[src/rtl/vga_timing_gen.sv]
// ---------------------------------------------------------------------------
// vga_timing_gen
//
// Source end of the VGA pixel stream. Generates the raster counters, sync and
// blanking flags that every downstream draw stage consumes, plus a one-cycle
// line tick (start of horizontal blanking) and frame tick (start of vertical
// blanking) used to pace game logic.
//
// Ports:
//   clk        in   pixel-domain clock
//   rst        in   synchronous reset, active-low
//   clk_en     in   pixel advance enable (tie high when clk is the pixel clock)
//   vcount     out  [10:0] current line
//   vsync      out  vertical sync, asserted level VSYNC_POL
//   vblnk      out  vertical blanking (vcount >= V_ACTIVE)
//   hcount     out  [10:0] current pixel within the line
//   hsync      out  horizontal sync, asserted level HSYNC_POL
//   hblnk      out  horizontal blanking (hcount >= H_ACTIVE)
//   rgb        out  [11:0] base colour, black unless the test pattern is built
//   frame_tick out  one-cycle pulse when the raster enters (0, V_ACTIVE)
//   line_tick  out  one-cycle pulse when the raster enters hcount == H_ACTIVE
//
// Build option:
//   VGA_TIMING_TEST_PATTERN_EN  when defined, rgb carries 8 vertical colour
//                               bars during active video.
// ---------------------------------------------------------------------------
module vga_timing_gen #(
   parameter int H_ACTIVE  = 1024,
   parameter int H_FP      = 24,
   parameter int H_SYNC    = 136,
   parameter int H_BP      = 160,
   parameter int V_ACTIVE  = 768,
   parameter int V_FP      = 3,
   parameter int V_SYNC    = 6,
   parameter int V_BP      = 29,
   parameter bit HSYNC_POL = 1'b0,
   parameter bit VSYNC_POL = 1'b0
) (
   input  logic        clk,
   input  logic        rst,
   input  logic        clk_en,
   output logic [10:0] vcount,
   output logic        vsync,
   output logic        vblnk,
   output logic [10:0] hcount,
   output logic        hsync,
   output logic        hblnk,
   output logic [11:0] rgb,
   output logic        frame_tick,
   output logic        line_tick
);

   localparam int H_TOTAL_I = H_ACTIVE + H_FP + H_SYNC + H_BP;
   localparam int V_TOTAL_I = V_ACTIVE + V_FP + V_SYNC + V_BP;

   // Counter limits fit in 11 bits; sync window bounds get a 12th bit so a
   // window ending exactly at 2048 still compares correctly.
   localparam logic [10:0] H_MAX    = 11'(H_TOTAL_I - 1);
   localparam logic [10:0] V_MAX    = 11'(V_TOTAL_I - 1);
   localparam logic [10:0] H_ACT    = 11'(H_ACTIVE);
   localparam logic [10:0] V_ACT    = 11'(V_ACTIVE);
   localparam logic [11:0] HS_START = 12'(H_ACTIVE + H_FP);
   localparam logic [11:0] HS_END   = 12'(H_ACTIVE + H_FP + H_SYNC);
   localparam logic [11:0] VS_START = 12'(V_ACTIVE + V_FP);
   localparam logic [11:0] VS_END   = 12'(V_ACTIVE + V_FP + V_SYNC);

   // Refuse to build a mode whose totals overflow the 11-bit counters.
   if (H_TOTAL_I > 2048) begin : g_h_total_check
      $error("vga_timing_gen: H_TOTAL %0d exceeds 2048", H_TOTAL_I);
   end
   if (V_TOTAL_I > 2048) begin : g_v_total_check
      $error("vga_timing_gen: V_TOTAL %0d exceeds 2048", V_TOTAL_I);
   end

   logic [10:0] h_next;
   logic [10:0] v_next;
   logic        hs_on_next;
   logic        vs_on_next;

   // Next raster position. All flags below are decoded from these values and
   // registered together with the counters, so every output describes the
   // pixel shown in the same cycle.
   always_comb begin
      h_next = hcount + 11'd1;
      v_next = vcount;
      if (hcount == H_MAX) begin
         h_next = 11'd0;
         if (vcount == V_MAX) begin
            v_next = 11'd0;
         end else begin
            v_next = vcount + 11'd1;
         end
      end
   end

   // Sync windows for the next position.
   always_comb begin
      hs_on_next = ({1'b0, h_next} >= HS_START) && ({1'b0, h_next} < HS_END);
      vs_on_next = ({1'b0, v_next} >= VS_START) && ({1'b0, v_next} < VS_END);
   end

   // Raster registers. Reset drops straight back to (0,0) with sync released,
   // so a reset in the middle of a sync pulse never leaves it half-held.
   // On disabled cycles everything holds except the ticks, which clear so a
   // tick lasts exactly one clock after the enabled edge that produced it.
   always_ff @(posedge clk) begin
      if (!rst) begin
         hcount     <= 11'd0;
         vcount     <= 11'd0;
         hblnk      <= 1'b0;
         vblnk      <= 1'b0;
         hsync      <= ~HSYNC_POL;
         vsync      <= ~VSYNC_POL;
         line_tick  <= 1'b0;
         frame_tick <= 1'b0;
      end else if (clk_en) begin
         hcount     <= h_next;
         vcount     <= v_next;
         hblnk      <= (h_next >= H_ACT);
         vblnk      <= (v_next >= V_ACT);
         hsync      <= hs_on_next ? HSYNC_POL : ~HSYNC_POL;
         vsync      <= vs_on_next ? VSYNC_POL : ~VSYNC_POL;
         line_tick  <= (h_next == H_ACT);
         frame_tick <= (h_next == 11'd0) && (v_next == V_ACT);
      end else begin
         line_tick  <= 1'b0;
         frame_tick <= 1'b0;
      end
   end

`ifdef VGA_TIMING_TEST_PATTERN_EN
   localparam logic [10:0] BAR_W = 11'(H_ACTIVE / 8);

   logic [10:0] bar_idx;
   logic [11:0] bar_rgb;

   // Colour bar for the next pixel; black whenever that pixel is blanked.
   always_comb begin
      bar_idx = h_next / BAR_W;
      bar_rgb = 12'h000;
      if ((h_next < H_ACT) && (v_next < V_ACT)) begin
         case (bar_idx)
            11'd0:   bar_rgb = 12'hFFF;
            11'd1:   bar_rgb = 12'hFF0;
            11'd2:   bar_rgb = 12'h0FF;
            11'd3:   bar_rgb = 12'h0F0;
            11'd4:   bar_rgb = 12'hF0F;
            11'd5:   bar_rgb = 12'hF00;
            11'd6:   bar_rgb = 12'h00F;
            default: bar_rgb = 12'h000;
         endcase
      end
   end

   // Pattern colour registered alongside the counters.
   always_ff @(posedge clk) begin
      if (!rst) begin
         rgb <= 12'h000;
      end else if (clk_en) begin
         rgb <= bar_rgb;
      end
   end
`else
   // Downstream stages paint over a black base.
   assign rgb = 12'h000;
`endif

endmodule

[config.mk]
export PLATFORM = sky130hd
export DESIGN_NAME = vga_timing_gen
export DESIGN_NICKNAME = d
export VERILOG_FILES = /design/src/rtl/vga_timing_gen.sv
export SDC_FILE = /design/constraint.sdc
export NUM_CORES = 1
export LEC_CHECK = 0
export ABC_AREA = 1
export CORE_ASPECT_RATIO = 2
export CORE_UTILIZATION = 46
export CTS_CLUSTER_SIZE = 24
export DETAILED_ROUTE_END_ITERATION = 8
export PLACE_DENSITY_LB_ADDON = 0.12
export SYNTH_ARGS = -nofsm -noshare
export SYNTH_HDL_FRONTEND = slang
export SYNTH_SLANG_ARGS = --single-unit
[constraint.sdc]
create_clock -name clk -period 1.8 [get_ports clk]
set_clock_uncertainty 0.05 [all_clocks]
set_input_delay 0.36 -clock clk [delete_from_list [all_inputs] [get_ports clk]]
set_output_delay 0.36 -clock clk [all_outputs]
set_load 0.005 [all_outputs]
# Word level (Yosys, flattened, before mapping)
# Cells that the tools add are included.
classes:
  add_sub_neg: 2
  order_cmp: 6
  n_eq_ne: 4
  n_mux: 5
  reduce_logical: 5
ops:
  columns: ["op", "n"]
  rows:
  - ["$mux 11", 3]
  - ["$add 11x1->11 const B", 2]
  - ["$eq 11x10->1 const B", 2]
  - ["$eq 11x11->1 const B", 2]
  - ["$ge 11x10->1 const B", 2]
  - ["$ge 11x11->1 const B", 2]
  - ["$logic_not 11->1", 1]
  - ["$lt 11x10->1 const B", 1]
  - ["$lt 11x11->1 const B", 1]
  - ["$logic_and 1x1->1", 3]
  - ["$mux 1", 2]
  - ["$reduce_and 2->1", 1]
word_totals:
  ff_bits: 28
  inputBits: 3
  out_inout_bits: 40
  word_cells: 30

# Depth between registers and ports, before layout
# Gate-level depths: netlist of run 1.
logic_depth:
  ltp_word: 6
  depth_mapped: 14
  depth_no_buf: 14

# Worst setup path before layout of run 1
# No wires, ideal clock.
synth_timing:
  path_kind: "register -> register"
  from: "register hcount[0]"
  to: "register vsync"
  setup_ps: 115
  arrival_ps: 1694
  slack_ps: -59
  path_stages_with_launch: 13
  path_buffers: 0
  period_less_slack_ps: 1859
  path_cell_list: "dfxtp_1 ha_1 nand3_4 nor3_2 nand3_1 nand2_1 nor2_1 nand2_1 nand2_1 nor2_1 nand2_1 nand2_1 nand2_1"
synth_via:
  elab_chain_len: 5
synth_rtl:
  columns: ["item", "line_no", "source"]
  rows:
  - ["start, declared", "45", "output logic [10:0] hcount,"]
  - ["start signal, assigned", "117", "hcount <= h_next;"]
  - ["$eq 11x11->1 *", "86", "if (hcount == H_MAX) begin"]
  - ["$mux 11 *", "86", null]
  - ["$ge 11x10->1 / $lt 11x10->1 (equally long branches)", "99", "vs_on_next = ({1'b0, v_next} >= VS_START) && ({1'b0, v_next} < VS_END);"]
  - ["$logic_and 1x1->1 *", "99", null]
  - ["$mux 1 *", "122", "vsync <= vs_on_next ? VSYNC_POL : ~VSYNC_POL;"]
  - ["end signal, assigned", "113", "vsync <= ~VSYNC_POL;"]
  - ["end signal, assigned", "122", null]
  - ["end, declared", "43", "output logic vsync,"]
# Mark *: on every way between the ends. The rest lies on a longest branch, timed or not.
# A chain may end at the register's enable or synchronous reset.

# Worst setup path after layout of run 1
layout_timing:
  from: "register hcount[1]"
  to: "register vsync"
# Same word-level chain as after synthesis.

==> summary.md, run 1 <==
| Metric | Value |
|---|---|
| Worst hold slack | 433.8 ps |
| WL final | 6023 microns |
| Worst Setup Start Kind | flip-flop |
| Yosys reg bits | 28 |
| Worst path cell trace | ha_4 > nand3_4 > nor3_4 > buf_4 > nand4_1 > nand2_1 > a21boi_0 > nand2_1 > nand2_1 > nand2_1 |
| Slew Limit Fails | 0 |
| First-pass GRT wire length | 9142 microns |
| Clock network latency to the later pin of the worst-skew pair | 280 ps |
| Final Worst Setup Slack | -37.95 ps |
| Core box area | 4088 sq um |
| Lkg Pwr | approximately 1.4 nW |
| Die area | 4554 sq um |
| Largest net degree at the start of global routing | 21 |
| Yosys warnings | 0 |
| Crit path capture type | flip-flop |
| Clock Path Buffers | 2 |
| Worst-path maximum fanout | 5 |
| RD Place Congestion | 0.9257 |
| Sequential-to-total area share from yosys stat | approximately 29% |
| Clock Root Buffer | clkbuf_8 |
| Final period util | 102.1% |
| Netlist cell types | 34 |
| Failing checks | setup timing |
| Slowest cell on crit path | dfxtp_2 |
| # H-tree levels | 1 |
| Fill cells | 364 |
| N_diodes | 0 |
| Die Ht | 94.45 microns |
| Final Power | 1.529 mW |
| WP data arrival | 1980 ps |
| Syn avg cell area | 6.201 sq um |
| Most used cell, CP | nand2_1 |
| DR vias/cell | 5.270 |
| Vias | 2,345 |
| Critical Path RT | 1940 ps |
| Fin. Hold Viols | 0 |
| Inserted Clock Buffers | 3 |
| DRC viols | 0 |
| Vias in the first global route | 2,099 |
| RSZ-0062 raised after global routing | true |
| I/O Pins | 43 |
| Synth Cell Area | 1966 sq um |
| # nets final | 401 |
| Critical path's largest stage delay | 360 ps |
| Layout cells sized above 1 | 26.46% |
| Detailed placement HPWL | ~4500 microns |
| DRT antenna net count | 0 |
| Synth-to-layout area growth | 45.07% |
| 1st-iter DRT viols | just over 80 |
| GRT Total Usage | 27.89% |
| Die width | about 48 microns |
| PwrDens | 536.3 nW/um^2 |
| CTS tree | yes |
| Max-Cap Viols | 0 |
| Wire per inst | 13.53 microns |
| Pre-antenna DRT Iters | 4 |
| Peak supply drop | 0.0005005 V |
| Status | finished with violations |
| Hold Path Class | reg2reg |
| Row count | 33 |
| Cells after Synth | 317 |
| Grt total ovfl | 0 |
| CTS clock-pin slew for the worst setup and hold paths | approximately 100 ps |
| Worst R2R Setup Slack | -40 ps |
| Initial Util | 48.09% |
| Fmax | 544.1 MHz |
| CP Class | reg2reg |
| Clock Sinks | 28 |
| Initial antenna violation count | 0 |
| Minimum clock period | 1838 ps |
| Number of I/O port buffers | 30 |
| Endpoints failing setup | 3 |
## cells in the final DEF, fill, tap and decap left out, drive strengths merged
master and instances:
nand2 83, buf 53, inv 42, nor2 35, clkdlybuf4s50 30, dfxtp 28
o21ai 26, nand3 26, a21oi 22, conb 12, nand4 10, nor3 5
clkbuf 4, ha 4, o211ai 2, xor2 2, or2 2, a21o 1
xnor2 1, a211oi 1, o21a 1, a21boi 1, nand3b 1, nor4b 1
## synth_stat cells
cell | n | area [sq um]
nand2_1 | 81 | 304.0
inv_1 | 41 | 153.9
nor2_1 | 32 | 120.1
dfxtp_1 | 28 | 560.5
o21ai_0 | 26 | 130.1
nand3_1 | 25 | 125.1
a21oi_1 | 21 | 105.1
buf_4 | 12 | 90.09
nand4_1 | 10 | 62.56
clkbuf_1 | 8 | 30.03
ha_1 | 4 | 50.05
nor3_1 | 3 | 15.01
nand2_2 | 2 | 12.51
nor2_2 | 2 | 12.51
o211ai_1 | 2 | 15.01
xor2_1 | 2 | 17.52
a211oi_1 | 1 | 7.510
a21boi_0 | 1 | 7.510
a21o_1 | 1 | 7.510
a21oi_2 | 1 | 8.760
buf_2 | 1 | 5.000
buf_6 | 1 | 11.26
conb_1 | 1 | 3.750
inv_2 | 1 | 3.750
nand3_4 | 1 | 17.52
nand3b_1 | 1 | 7.510
nor2_4 | 1 | 11.26
nor3_2 | 1 | 10.01
nor3_4 | 1 | 16.27
nor4b_2 | 1 | 15.01
o21a_1 | 1 | 7.510
or2_1 | 1 | 6.260
or2_2 | 1 | 6.260
xnor2_1 | 1 | 8.760
## stage by stage
step           worst slack (ps)  TNS [ps]  util, %  std cells  cell area (sq um)
3_5_place_dp             -148.9    -454.0    63.51        433               2596
2_1_floorplan             13.99         0        -        328               2017
3_3_place_gp             -137.5    -357.0    63.51        433               2596
6_report                 -37.95    -58.01    69.76        445               2851
5_1_grt                  -185.0    -766.8    69.76        445               2851
4_1_cts                  -21.74    -48.25    67.06        441               2741
## worst paths after layout
check / startpoint / to / cells after the start
setup / recovery: hcount[1] / vsync / 10
hold / removal: hblnk / hblnk / 2
setup reg to reg: hcount[1] / vsync / 10
hold reg to reg: hblnk / hblnk / 2
## area by class of cell
class | instances | area, sq um | share of cell area, %
flip-flops and latches | 28 | 569.3 | 19.96
multi-input cells | 236 | 1286 | 45.11
repair buffers | 83 | 718.2 | 25.19
well taps | 52 | 65.06 | 2.282
clock buffers | 4 | 55.05 | 1.931
inverters | 42 | 157.7 | 5.529
## critical path: cells and delay by family, from the launching register on
kind / cells / cell delay (ps)
adders and majority gates: 1 / 150
buffers and inverters: 1 / 170
AOI/OAI and AO/OA: 1 / 200
and+or+nand+nor: 7 / 820
DFF: 1 / 360
## power by group
group          total, mW  switching, mW  internal, mW
sequential         0.695         0.0347         0.660
clock              0.410          0.213         0.197
combinational      0.425          0.218         0.207
total               1.53          0.466          1.06
## cell families (layout without fill, tap and decap cells)
group                    count (synthesis)  in the layout  share of synthesized area (%)
adder cells (fa/ha/maj)                  4              4                          2.546
buffers and inverters                   64            129                          14.96
other                                    1             12                         0.1908
AND/OR/NAND/NOR                        163            163                          37.75
flip-flops                              28             28                          28.52
XOR/XNOR                                 3              3                          1.337
AO/OA/AOI/OAI                           54             54                          14.70
## metal layers
metal  up-vias  global-route usage (%)  wire, microns
met5         -                       0              0
met4         0                   12.96            289
met3        23                   4.971            193
met2        71                   49.67           3319
met1      1094                   28.81           2220
li1       1157                       -              -
## sequential cells by signal, summed over array words and instances, names as in the netlist
name / cells
frame_tick: 1
hblnk: 1
hcount: 11
hsync: 1
line_tick: 1
vblnk: 1
vcount: 11
vsync: 1
## repair_timing
action | in CTS | in global routing
hold buffers | 0 | 0
setup endpoints to repair | 9 | 15
gates resized for setup | 17 | 28
pin swaps | 3 | 4
setup buffers | 4 | 4
Power figures use the tool's default switching activity.
==> run 2, diff against run 1 <==
Settings changed: CTS_CLUSTER_DIAMETER set to 40, SETUP_SLACK_MARGIN set to 0.02.
==> run 2 against run 1 <==
  * The run still ends with setup timing left
  * Count of clock-buffer cells in the layout down 1
  * Flip-flop and latch count unchanged
  * Combinational power up 1%
  * Via count up 1.4%
  * Core utilization up 1.3 points
  * Global-route usage up 1.9 points
  * Die area unchanged
  * Sequential share of layout area down 0.28 points
  * Final cell count up 1.3%
  * Power up 7.1%
  * Critical endpoint is now frame_tick
  * Largest cell class unchanged
==> summary.md, run 2 (synthesized netlist as in run 1, its figures left out) <==
| Metric | Value |
|---|---|
| Layout cells sized above 1 | 28.32% (+1.9 points) |
| Slew Limit Fails | 0 (unchanged) |
| # nets final | 407 (+1.5%) |
| RSZ-0062 raised after global routing | true |
| Placed cell area | 2623 sq um (+1.0%) |
| Busiest grt layer | met2 |
| PwrDens | 563.6 nW/um^2 (+5.1%) |
| Worst Path Buf+Inv | 2 (+1) |
| Wire per inst | 13.73 microns (+1.4%) |
| GRT Total Usage | 29.77% (+1.9 points) |
| Pre-antenna DRT Iters | 5 (+1) |
| RD Place Congestion | 0.9847 (+6.4%) |
| Seq pwr share | 42.4% (-3.0 points) |
| Commonest non-fill, non-tap cell in the layout | nand2_1 |
| Endpoints failing setup | 4 (+1) |
| Status | finished with violations |
| Worst path cell trace | ha_4 > nand3_4 > nor2_4 > nand2_4 > buf_6 > nand3_1 > nand2_1 > inv_2 > nand3_1 > nor2_1 > nand2_1 > nor2_1 |
| 1st-iter DRT viols | 73 (-11%) |
| Critical path's largest stage delay | 370 ps (about the same) |
| Grt total ovfl | 0 (unchanged) |
| Detailed placement HPWL | 4594 microns (+3.0%) |
| DRT antenna net count | 0 (unchanged) |
| GR Util met1 | 29.31% (+0.50 points) |
| Critical Path RT | 1980 ps (+40 ps) |
| Largest net degree at the start of global routing | 18 (-14%) |
| Final instance area | 2905 sq um (+1.9%) |
| # H-tree levels | 1 (unchanged) |
| FF+latch area | 571.8 sq um (+0.44%) |
| Die area | 4554 sq um (unchanged) |
| Hold Path Class | reg2reg |
| Fin util | 71.07% (+1.3 points) |
| WL final | 6190 microns (+2.8%) |
| Slowest cell on crit path | dfxtp_2 |
| WP data arrival | 2070 ps (+90 ps) |
| Sw Pwr | 470.4 uW (+0.94%) |
| Multi-input gate area | 1272 sq um (-1.1%) |
| Initial Util | 48.09% (unchanged) |
| Initial antenna violation count | 0 (unchanged) |
| Peak supply drop | 0.0004964 V (-0.81%) |
| Final Worst Setup Slack | -95.94 ps (-57.99 ps) |
| Fin. Hold Viols | 0 (unchanged) |
| GR Util met2 | 54.44% (+4.8 points) |
| First-pass GRT wire length | 9811 microns (+7.3%) |
| Row count | 33 (unchanged) |
| Fmax | 527.4 MHz (-3.1%) |
| DRC viols | 0 (unchanged) |
| Top Registers | hcount (11), vcount (11) |
| Lkg Pwr | 1.432 nW (+2.5%) |
| Internal power | 1.167 mW (+9.8%) |
| Clock Path Buffers | 2 (unchanged) |
| Worst-path maximum fanout | 7 (+2) |
| Synth-to-layout area growth | 47.80% |
| GR Util met3 | 3.250% (-1.7 points) |
| Clock Sinks | 28 (unchanged) |
| Max-Cap Viols | 0 (unchanged) |
| Vias | 2,379 (+1.4%) |
| CTS tree | yes |
| Failing checks | setup timing |
| Switching Share | 28.72% (-1.7 points) |
| Crit path capture type | flip-flop |
| Inserted Clock Buffers | 3 (unchanged) |
| CTS clock-pin slew for the worst setup and hold paths | 110 ps (about the same) |
| Die width | 48.22 microns (unchanged) |
| N_diodes | 0 (unchanged) |
| CP Class | reg2reg |
| Clock network latency to the later pin of the worst-skew pair | 280 ps (about the same) |
| Minimum clock period | 1896 ps (+57.99 ps) |
| Clock Root Buffer | clkbuf_8 |
| Hold-fix buffer count after cts | 0 (unchanged) |
| Core box area | 4088 sq um (unchanged) |
| Crit path max-delay family | simple AND/OR/NAND/NOR gates |
| DR vias/cell | 5.275 (+0.10%) |
| Most frequent cells in the layout | nand2_1, buf_4, inv_1 |
| Clk pwr share | 31.3% (+4.5 points) |
| Number of I/O port buffers | 30 (unchanged) |
| Vias in the first global route | 2,226 (+6.1%) |
| Final Power | 1.637 mW (+7.1%) |
| Die Ht | 94.45 microns (unchanged) |
| Power share of the combinational group | 26.3% (-1.5 points) |
| Fill cells | 361 (-0.82%) |
| Worst Setup Start Kind | flip-flop |
| I/O Pins | 43 (unchanged) |
| Final period util | 105.3% (+3.2 points) |
[run 2: cell count changes in the layout (fill, tap and decap cells not counted), moves of 2 or more]
| cell | delta |
|---|---|
| buf_4 | +5 |
| dfxtp_1 | -2 |
| nand3_2 | -3 |
| dfxtp_2 | +2 |
| nand3_1 | +4 |
[run 2: tightest hold or removal path, delay by kind of cell (launching register included)]
kind,cells,cell delay [ps]
DFF,1,330
and+or+nand+nor,2,130
[run 2: power by group through the flow]
stage	combinational, mW	sequential (mW)	clock [mW]
floorplan	0.195	0.718	0
global placement	0.397	0.704	0
detailed placement	0.401	0.705	0
CTS	0.414	0.694	0.520
global route	0.476	0.700	0.547
finish	0.431	0.695	0.512
[run 2: routing by layer]
| layer | up-vias | share of wire (%) |
|---|---|---|
| met5 | - | 0 |
| met4 | 0 | 5.8 |
| li1 | 1167 | - |
| met1 | 1110 | 36 |
| met2 | 76 | 55 |
| met3 | 26 | 3.1 |
[run 2: path summary, 6_finish.rpt]
check,to,startpoint,cells past startpoint,slack (ps)
worst max-delay path,frame_tick,hcount[1],12,-100
worst min-delay path,hblnk,hblnk,2,440
worst max register to register,frame_tick,hcount[1],12,-100
worst min register to register,hblnk,hblnk,2,440
[run 2: final cells by class]
| cell class | instances | share of cell area (%) |
|---|---|---|
| flip-flops and latches | 28 | 19.68 |
| inverters | 42 | 5.426 |
| multi-input cells | 236 | 43.80 |
| clock inverters | 1 | 1.034 |
| clock buffers | 3 | 1.421 |
| well taps | 52 | 2.239 |
| repair buffers | 89 | 26.40 |
[run 2: through the flow]
step           setup WS, ps  std cells  setup TNS (ps)  hold slack (ps)
2_1_floorplan         34.99        328               0            415.2
3_3_place_gp         -132.6        438          -299.6            420.5
3_5_place_dp         -156.0        438          -353.3            432.6
4_1_cts              -27.40        448          -50.93            445.0
5_1_grt              -201.8        451           -1013            461.9
6_report             -95.94        451          -218.8            436.5
[run 2: what timing repair did]
item,4_1_cts,5_1_grt
pin swaps,10,4
buffers inserted,6,3
gates resized for setup,27,22
endpoints found under the setup margin,9,17
endpoints found under the hold margin,0,0
